<file path="src/rtl/ram_arb_pkg.sv">
// Shared opcodes, FSM states and owner encoding for the two-port RAM command arbiter.
// Pure declarations: no latency, no flow control.
package ram_arb_pkg;

  localparam logic [1:0] OP_WR_ADDR = 2'b00;
  localparam logic [1:0] OP_WR_DATA = 2'b01;
  localparam logic [1:0] OP_RD_ADDR = 2'b10;
  localparam logic [1:0] OP_RD_DATA = 2'b11;

  typedef enum logic [2:0] {
    ST_IDLE,
    ST_ADDR,
    ST_DATA,
    ST_RWAIT,
    ST_DONE
  } state_e;

  typedef enum logic {
    OWN_A,
    OWN_B
  } owner_e;

endpackage

</file>
<file path="src/rtl/ram_arb_rr.sv">
// Two-way round-robin picker: pick is combinational, pointer flips away from the winner on advance.
// Zero-latency pick; a lone requester always wins regardless of the pointer.
module ram_arb_rr
  import ram_arb_pkg::*;
(
  input  logic   clk_i,
  input  logic   rst_i,
  input  logic   req_a_i,
  input  logic   req_b_i,
  input  logic   advance_i,
  output owner_e pick_o
);

  owner_e ptr_q;

  always_comb begin
    pick_o = ptr_q;
    if (req_a_i && !req_b_i) pick_o = OWN_A;
    else if (req_b_i && !req_a_i) pick_o = OWN_B;
  end

  always_ff @(posedge clk_i) begin
    if (rst_i) begin
      ptr_q <= OWN_A;
    end else if (advance_i) begin
      ptr_q <= (pick_o == OWN_A) ? OWN_B : OWN_A;
    end
  end

endmodule

</file>
<file path="src/rtl/ram_port_arbiter.sv">
// Shares one command-word RAM between requesters A/B; write done at gnt+3, read at gnt+3+RD_LATENCY.
// Grants only from IDLE (requesters wait on gnt); RAM_ARB_ADDR_SKIP_EN drops repeated ADDR words.
module ram_port_arbiter
  import ram_arb_pkg::*;
#(
  parameter int ADDR_W     = 8,
  parameter int RD_LATENCY = 1
) (
  input  logic              clk_i,
  input  logic              rst_i,
  input  logic              a_req_i,
  input  logic              a_we_i,
  input  logic [ADDR_W-1:0] a_addr_i,
  input  logic [ADDR_W-1:0] a_wdata_i,
  input  logic              b_req_i,
  input  logic              b_we_i,
  input  logic [ADDR_W-1:0] b_addr_i,
  input  logic [ADDR_W-1:0] b_wdata_i,
  output logic              a_gnt_o,
  output logic              b_gnt_o,
  output logic              a_done_o,
  output logic              b_done_o,
  output logic [ADDR_W-1:0] a_rdata_o,
  output logic [ADDR_W-1:0] b_rdata_o,
  output logic [ADDR_W+1:0] ram_din_o,
  output logic              ram_rx_valid_o,
  input  logic [ADDR_W-1:0] ram_dout_i
);

  localparam int CNT_W = (RD_LATENCY > 1) ? $clog2(RD_LATENCY) : 1;

  state_e            state_q;
  owner_e            owner_q;
  owner_e            pick;
  logic              we_q;
  logic [ADDR_W-1:0] wdata_q;
  logic [CNT_W-1:0]  cnt_q;
  logic [ADDR_W+1:0] din_q;
  logic              vld_q;
  logic              a_done_q, b_done_q;
  logic [ADDR_W-1:0] a_rdata_q, b_rdata_q;

  logic              grant;
  logic              skip;
  logic              sel_we;
  logic [ADDR_W-1:0] sel_addr;
  logic [ADDR_W-1:0] sel_wdata;

  function automatic logic [ADDR_W+1:0] data_word(input logic we, input logic [ADDR_W-1:0] wd);
    return we ? {OP_WR_DATA, wd} : {OP_RD_DATA, {ADDR_W{1'b0}}};
  endfunction

  ram_arb_rr u_rr (
    .clk_i    (clk_i),
    .rst_i    (rst_i),
    .req_a_i  (a_req_i),
    .req_b_i  (b_req_i),
    .advance_i(grant),
    .pick_o   (pick)
  );

  // gnt is combinational so the request is captured in the very cycle it is accepted
  assign grant     = (state_q == ST_IDLE) && (a_req_i || b_req_i) && !rst_i;
  assign a_gnt_o   = grant && (pick == OWN_A);
  assign b_gnt_o   = grant && (pick == OWN_B);
  assign sel_we    = (pick == OWN_A) ? a_we_i    : b_we_i;
  assign sel_addr  = (pick == OWN_A) ? a_addr_i  : b_addr_i;
  assign sel_wdata = (pick == OWN_A) ? a_wdata_i : b_wdata_i;

`ifdef RAM_ARB_ADDR_SKIP_EN
  logic              wr_trk_vld_q, rd_trk_vld_q;
  logic [ADDR_W-1:0] wr_trk_q, rd_trk_q;

  assign skip = sel_we ? (wr_trk_vld_q && (wr_trk_q == sel_addr))
                       : (rd_trk_vld_q && (rd_trk_q == sel_addr));

  always_ff @(posedge clk_i) begin
    if (rst_i) begin
      wr_trk_vld_q <= 1'b0;
      rd_trk_vld_q <= 1'b0;
      wr_trk_q     <= '0;
      rd_trk_q     <= '0;
    end else if (grant && !skip) begin
      if (sel_we) begin
        wr_trk_vld_q <= 1'b1;
        wr_trk_q     <= sel_addr;
      end else begin
        rd_trk_vld_q <= 1'b1;
        rd_trk_q     <= sel_addr;
      end
    end
  end
`else
  assign skip = 1'b0;
`endif

  always_ff @(posedge clk_i) begin
    if (rst_i) begin
      state_q   <= ST_IDLE;
      owner_q   <= OWN_A;
      we_q      <= 1'b0;
      wdata_q   <= '0;
      cnt_q     <= '0;
      din_q     <= '0;
      vld_q     <= 1'b0;
      a_done_q  <= 1'b0;
      b_done_q  <= 1'b0;
      a_rdata_q <= '0;
      b_rdata_q <= '0;
    end else begin
      a_done_q <= 1'b0;
      b_done_q <= 1'b0;
      case (state_q)
        ST_IDLE: begin
          if (grant) begin
            owner_q <= pick;
            we_q    <= sel_we;
            wdata_q <= sel_wdata;
            vld_q   <= 1'b1;
            if (skip) begin
              din_q   <= data_word(sel_we, sel_wdata);
              state_q <= ST_DATA;
            end else begin
              din_q   <= {(sel_we ? OP_WR_ADDR : OP_RD_ADDR), sel_addr};
              state_q <= ST_ADDR;
            end
          end
        end
        ST_ADDR: begin
          din_q   <= data_word(we_q, wdata_q);
          state_q <= ST_DATA;
        end
        ST_DATA: begin
          vld_q <= 1'b0;
          if (we_q) begin
            a_done_q <= (owner_q == OWN_A);
            b_done_q <= (owner_q == OWN_B);
            state_q  <= ST_DONE;
          end else begin
            cnt_q   <= CNT_W'(RD_LATENCY - 1);
            state_q <= ST_RWAIT;
          end
        end
        ST_RWAIT: begin
          if (cnt_q == '0) begin
            if (owner_q == OWN_A) a_rdata_q <= ram_dout_i;
            else                  b_rdata_q <= ram_dout_i;
            a_done_q <= (owner_q == OWN_A);
            b_done_q <= (owner_q == OWN_B);
            state_q  <= ST_DONE;
          end else begin
            cnt_q <= cnt_q - 1'b1;
          end
        end
        ST_DONE: state_q <= ST_IDLE;
        default: state_q <= ST_IDLE;
      endcase
    end
  end

  assign a_done_o       = a_done_q;
  assign b_done_o       = b_done_q;
  assign a_rdata_o      = a_rdata_q;
  assign b_rdata_o      = b_rdata_q;
  assign ram_din_o      = din_q;
  assign ram_rx_valid_o = vld_q;

endmodule

</file>
<file path="config.mk">
export PLATFORM = sky130hd
export DESIGN_NAME = ram_port_arbiter
export DESIGN_NICKNAME = d
export VERILOG_FILES = /design/src/rtl/ram_arb_pkg.sv /design/src/rtl/ram_arb_rr.sv /design/src/rtl/ram_port_arbiter.sv
export SDC_FILE = /design/constraint.sdc
export NUM_CORES = 1
export LEC_CHECK = 0
export BUFFER_PORTS_ARGS = -buffer_cell sky130_fd_sc_hd__buf_2
export CAP_MARGIN = 20
export CORE_AREA = 2 2 90 92
export DETAILED_ROUTE_END_ITERATION = 10
export DIE_AREA = 0 0 92 94
export PLACE_DENSITY = 0.46
export SYNTH_ARGS = -nofsm -noshare
export SYNTH_HDL_FRONTEND = slang
export SYNTH_HIERARCHICAL = 1
export SYNTH_SLANG_ARGS = --single-unit
</file>
<file path="constraint.sdc">
create_clock -name clk_i -period 2.1 [get_ports clk_i]
set_input_delay 0.42 -clock clk_i [delete_from_list [all_inputs] [get_ports clk_i]]
set_output_delay 0.42 -clock clk_i [all_outputs]
set_load 0.05 [all_outputs]
</file>
# Word level (Yosys, flattened, before mapping)
# Cells that the tools add are included.
dict set report word_totals {
  regBits 44
  wordCells 68
  in_bits 46
  out_inout_bits 31
}
dict set report classes {
  addsub 1
  n_mux 25
  eq_ne 6
  n_reduce_logical 21
  n_bitwise 3
}
# cell n
set ops {}
lappend ops {{$mux W10} 2}
lappend ops {{$pmux W10 S2} 1}
lappend ops {{$mux W8} 2}
lappend ops {{$pmux W3 S4} 1}
lappend ops {{$mux W1} 11}
lappend ops {{$reduce_and A2 Y1} 5}
lappend ops {{$mux W3} 3}
lappend ops {{$pmux W1 S2} 4}
lappend ops {{$eq A3 B2 Y1 const B} 2}
lappend ops {{$logic_and A1 B1 Y1} 6}
lappend ops {{$ne A2 B2 Y1 const B} 3}
lappend ops {{$reduce_and A3 Y1} 2}
lappend ops {{$reduce_bool A2 Y1} 3}
lappend ops {{$eq A3 B1 Y1 const B} 1}
lappend ops {{$logic_not A1 Y1} 3}
lappend ops {{$logic_not A3 Y1} 1}
lappend ops {{$not A1 Y1} 3}
lappend ops {{$mux W2} 1}
lappend ops {{$logic_or A1 B1 Y1} 1}
lappend ops {{$sub A1 B1 Y1 const B} 1}

# Depth between registers and ports, before layout
dict set report depth {
  word_depth 8
  depth_mapped 8
}

# By module
# The synthesis kept the hierarchy.
# module seq_area_each_um2 area_each_um2 cells_per_inst instances
set by_module_without_submodules {}
lappend by_module_without_submodules {ram_port_arbiter 840.8 1821.7 210 1}
lappend by_module_without_submodules {ram_arb_rr 20.0 60.1 7 1}

# Least setup slack after synthesis
# No wires, ideal clock.
dict set report synth_path {
  kind {register -> output}
  startpoint {register state_q[2]}
  endpoint {output port a_gnt_o}
  slack_ns -0.156
  arrival_time_ns 1.836
  n_path_buf 1
  required_ns 1.680
  stages_incl_launch_ff 5
  cell_sequence {dfxtp_1 > buf_6 > or3_1 > or3_4 > nor2_1}
}
dict set report synth_between {
  elab_chain_cells 4
}
# element line
set synth_rtl {}
lappend synth_rtl {{from (decl)} ram_port_arbiter.sv:32} ;# state_e state_q;
lappend synth_rtl {{from (signal assigned)} ram_port_arbiter.sv:99} ;# state_q <= ST_IDLE;
lappend synth_rtl {{from (signal assigned)} ram_port_arbiter.sv:122} ;# state_q <= ST_DATA;
lappend synth_rtl {{from (signal assigned)} ram_port_arbiter.sv:125} ;# state_q <= ST_ADDR;
lappend synth_rtl {{$logic_not A3 Y1} ram_port_arbiter.sv:63} ;# assign grant = (state_q == ST_IDLE) && (a_req_i || b_req_i) && !rst_i;
lappend synth_rtl {{$logic_and A1 B1 Y1 (2 in series)} ram_port_arbiter.sv:63}
lappend synth_rtl {{$logic_and A1 B1 Y1} ram_port_arbiter.sv:64} ;# assign a_gnt_o = grant && (pick == OWN_A);
lappend synth_rtl {{to (decl)} ram_port_arbiter.sv:19} ;# output logic a_gnt_o,
# Every way passes these cells.

# Worst setup path in the final report
dict set report layout_path {
  startpoint {register state_q[0]}
  endpoint {output port a_gnt_o}
}
# Same word-level chain as after synthesis.

==> impl_metrics.ini <==
[timing]
fin_ws_ps = -25.7
final-hold-violation-count = 0
whs_ps = 373
period_needed_ps = 2130
max_freq_mhz = 470
relSlewSlack = 0.594
setup_viol = 2
tightest_slew_ps = 607
clock-skew-final_ps = 4.09
drv_slew = 0
rsz0062_at_grt = yes
period_share = 1.01

[floorplan]
die_w_um = 92
core_mm2 = 0.00761
initial_utilization = 0.247
io-pin-count = 77
die_h_um = 94
dieArea_mm2 = 0.00865
num_rows = 32

[synth]
yosys-top-cells-area = dfxtp_1 46%, mux2i_1 8.5%, nand2_1 7.6%
seq_area_frac_synth = 0.457
yosys.area.top_type_share = 0.457
ys_seq_elements = 43
yosys_warnings = 6
synth_area_per_cell_um2 = 8.67
ys_types = 30
syn_nets = 263
syn_inst = 217
synth_top_cell_by_area = dfxtp_1
netlist_area_mm2 = 0.00188

[clocking]
cts_tree = built
clockBufferDepth = 2
htree_levels = 2
cts_made_buffers = 5
post_cts_buffers = 0
cts_hold_buf = 0
clk_latency_ps = 290
path_clk_slew_ps = 80
cts.sinks = 43
root_buffer = clkbuf_8

[critical_path]
path_buf_inv = 2
worstPathMaxFanout = 2
cp.arrival_ps = 1710
crit_required_ps = 1680
critPathSlowestCell = or3_4
crit_type = flop to output port
startpoint_type = flop
worstPathCellList = or3_4, or3_4, buf_6, nor2_4, buf_8
path_common_cell = or3_4
cp_top_family = simple AND/OR/NAND/NOR gates
slowest_delay_ps = 360
cp-end-kind = output port

[cells_and_area]
area_growth_pct = 35.3
layout-drive-gt1-share = 0.393
fillers = 848
final_nets = 343
insertedDiodeCount = 0
fin_area_mm2 = 0.00255

[drt]
ant_nets = 0
via_per_inst = 4.33
vias = 1731
drt_wl_total_um = 5140
dr.first_iter.drc_count = 102
drc = 0
dr.pass1.iters = 4
wl_per_cell_um = 12.8

[power]
p_leak_nw = 1.09
ir_drop_v = 0.000205
cellPowerDensity_mw_per_mm2 = 810

[grt]
grt_usage = 0.125
grt_pass1_vias = 1683
grt_max_degree = 42
grt_pass1_wl_um = 8400
grt_overflow = 0
antenna_found_initial = 0

[place]
numPortBuffers = 76
dp_hpwl_um = 3740
gp_congestion = 0.743
post_dp_cell_area_mm2 = 0.00241

[hold_path]
hold_class = input port to flop

[outcome]
status = finished, violations left
failed_checks = negative setup slack

[flow_run]
cap_violations = 0
cell usage in the layout, fill, tap and decap left out:
cell	instances
or2_2	1
nor2_4	1
mux2_2	2
or3_4	2
nand2_1	37
nand3b_1	1
a311oi_2	1
o21bai_1	1
o31ai_2	1
o311a_1	1
o21ai_0	1
a31oi_1	7
buf_2	74
nand4_1	1
clkinvlp_4	1
clkinv_2	1
nor3b_2	1
a211oi_2	8
clkbuf_1	1
nor2_1	32
dfxtp_2	2
nand2_2	1
and2_1	2
clkbuf_8	7
a211oi_1	10
buf_4	11
dfxtp_1	41
inv_1	2
mux2i_1	16
buf_8	2
nor3_1	3
a21oi_1	21
nand2b_1	4
buf_6	1
sequential cells by signal, summed over array words and instances (netlist names):
name / cells
ram_din_o: 10
a_rdata_o: 8
b_rdata_o: 8
wdata_q: 8
state_q: 3
a_done_o: 1
b_done_o: 1
owner_q: 1
ram_rx_valid_o: 1
u_rr/ptr_q: 1
we_q: 1
routing by layer:
layer | vias to the layer above | wire, um | track usage
li1 | 909 | - | -
met1 | 780 | 2460 | 0.169
met2 | 36 | 2400 | 0.188
met3 | 6 | 196 | 0.0305
met4 | 0 | 86 | 0.0535
met5 | - | 0 | 0
Yosys cell counts, drive strengths merged:
| cell | number |
|---|---|
| a211oi | 18 |
| nor2 | 33 |
| o21bai | 1 |
| o311a | 1 |
| inv | 3 |
| clkinv | 1 |
| or2 | 1 |
| o31ai | 1 |
| or3 | 2 |
| buf | 7 |
| o21ai | 1 |
| nand3b | 1 |
| a21oi | 21 |
| mux2 | 2 |
| nand2b | 4 |
| a31oi | 7 |
| nor3 | 3 |
| nand4 | 1 |
| dfxtp | 43 |
| nand2 | 38 |
| a311oi | 1 |
| nor3b | 1 |
| and2 | 2 |
| mux2i | 16 |
| clkbuf | 8 |
logic make-up after synthesis:
family | Yosys count | share of synthesized area
AO/OA/AOI/OAI | 51 | 0.199
buffers and inverters | 19 | 0.0505
flip-flops | 43 | 0.457
multiplexers | 18 | 0.0971
AND/OR/NAND/NOR | 86 | 0.196
power by group:
| part | leakage (nW) | switching [mW] | internal, mW |
|---|---|---|---|
| Clock | 0.0515 | 0.277 | 0.300 |
| Combinational | 0.690 | 0.355 | 0.203 |
| Sequential | 0.352 | 0.0457 | 0.882 |
per-stage QoR:
step	utilization	setup TNS (ps)	setup slack [ps]	power, mW	cells
2_1_floorplan	-	0	31.4	1.33	217
3_3_place_gp	0.316	-38.5	-21.9	1.49	392
3_5_place_dp	0.316	-27.9	-22.3	1.49	392
4_1_cts	0.334	-171	-89.2	2.09	400
5_1_grt	0.335	-163	-87.9	2.18	400
6_report	0.335	-43.1	-25.7	2.06	400
what timing repair did:
action,in CTS,in global routing
resized for setup,10,2
endpoints found under the setup margin,2,2
pin swaps,2,1
worst register-to-register path: cells and delay by family, from the launching register on:
kind | cells | cell delay [ps]
simple gates | 2 | 720
flops | 1 | 320
buf+inv | 2 | 340
compound gates | 1 | 80
mux | 1 | 260
area by class of cell:
cell class | instances | area, um2 | share of cell area
tap | 102 | 128 | 0.0501
sequential | 43 | 863 | 0.339
inverter | 4 | 20.0 | 0.00786
timing repair buffer | 88 | 494 | 0.194
clock buffer | 8 | 100 | 0.0393
multi-input combinational | 155 | 941 | 0.370
path summary, 6_finish.rpt:
| check | startpoint | endpoint | depth (start not counted) | slack (ps) |
|---|---|---|---|---|
| hold reg to reg | b_rdata_o[6]$_SDFFE_PP0P_ | b_rdata_o[6]$_SDFFE_PP0P_ | 2 | 460 |
| hold / removal | ram_dout_i[6] | b_rdata_o[6]$_SDFFE_PP0P_ | 3 | 370 |
| setup reg to reg | state_q[0]$_SDFFE_PP0P_ | ram_din_o[0]$_SDFFE_PP0P_ | 6 | 250 |
| setup / recovery | state_q[0]$_SDFFE_PP0P_ | a_gnt_o | 5 | -30 |
No activity file was read; power rests on OpenSTA's default activity.
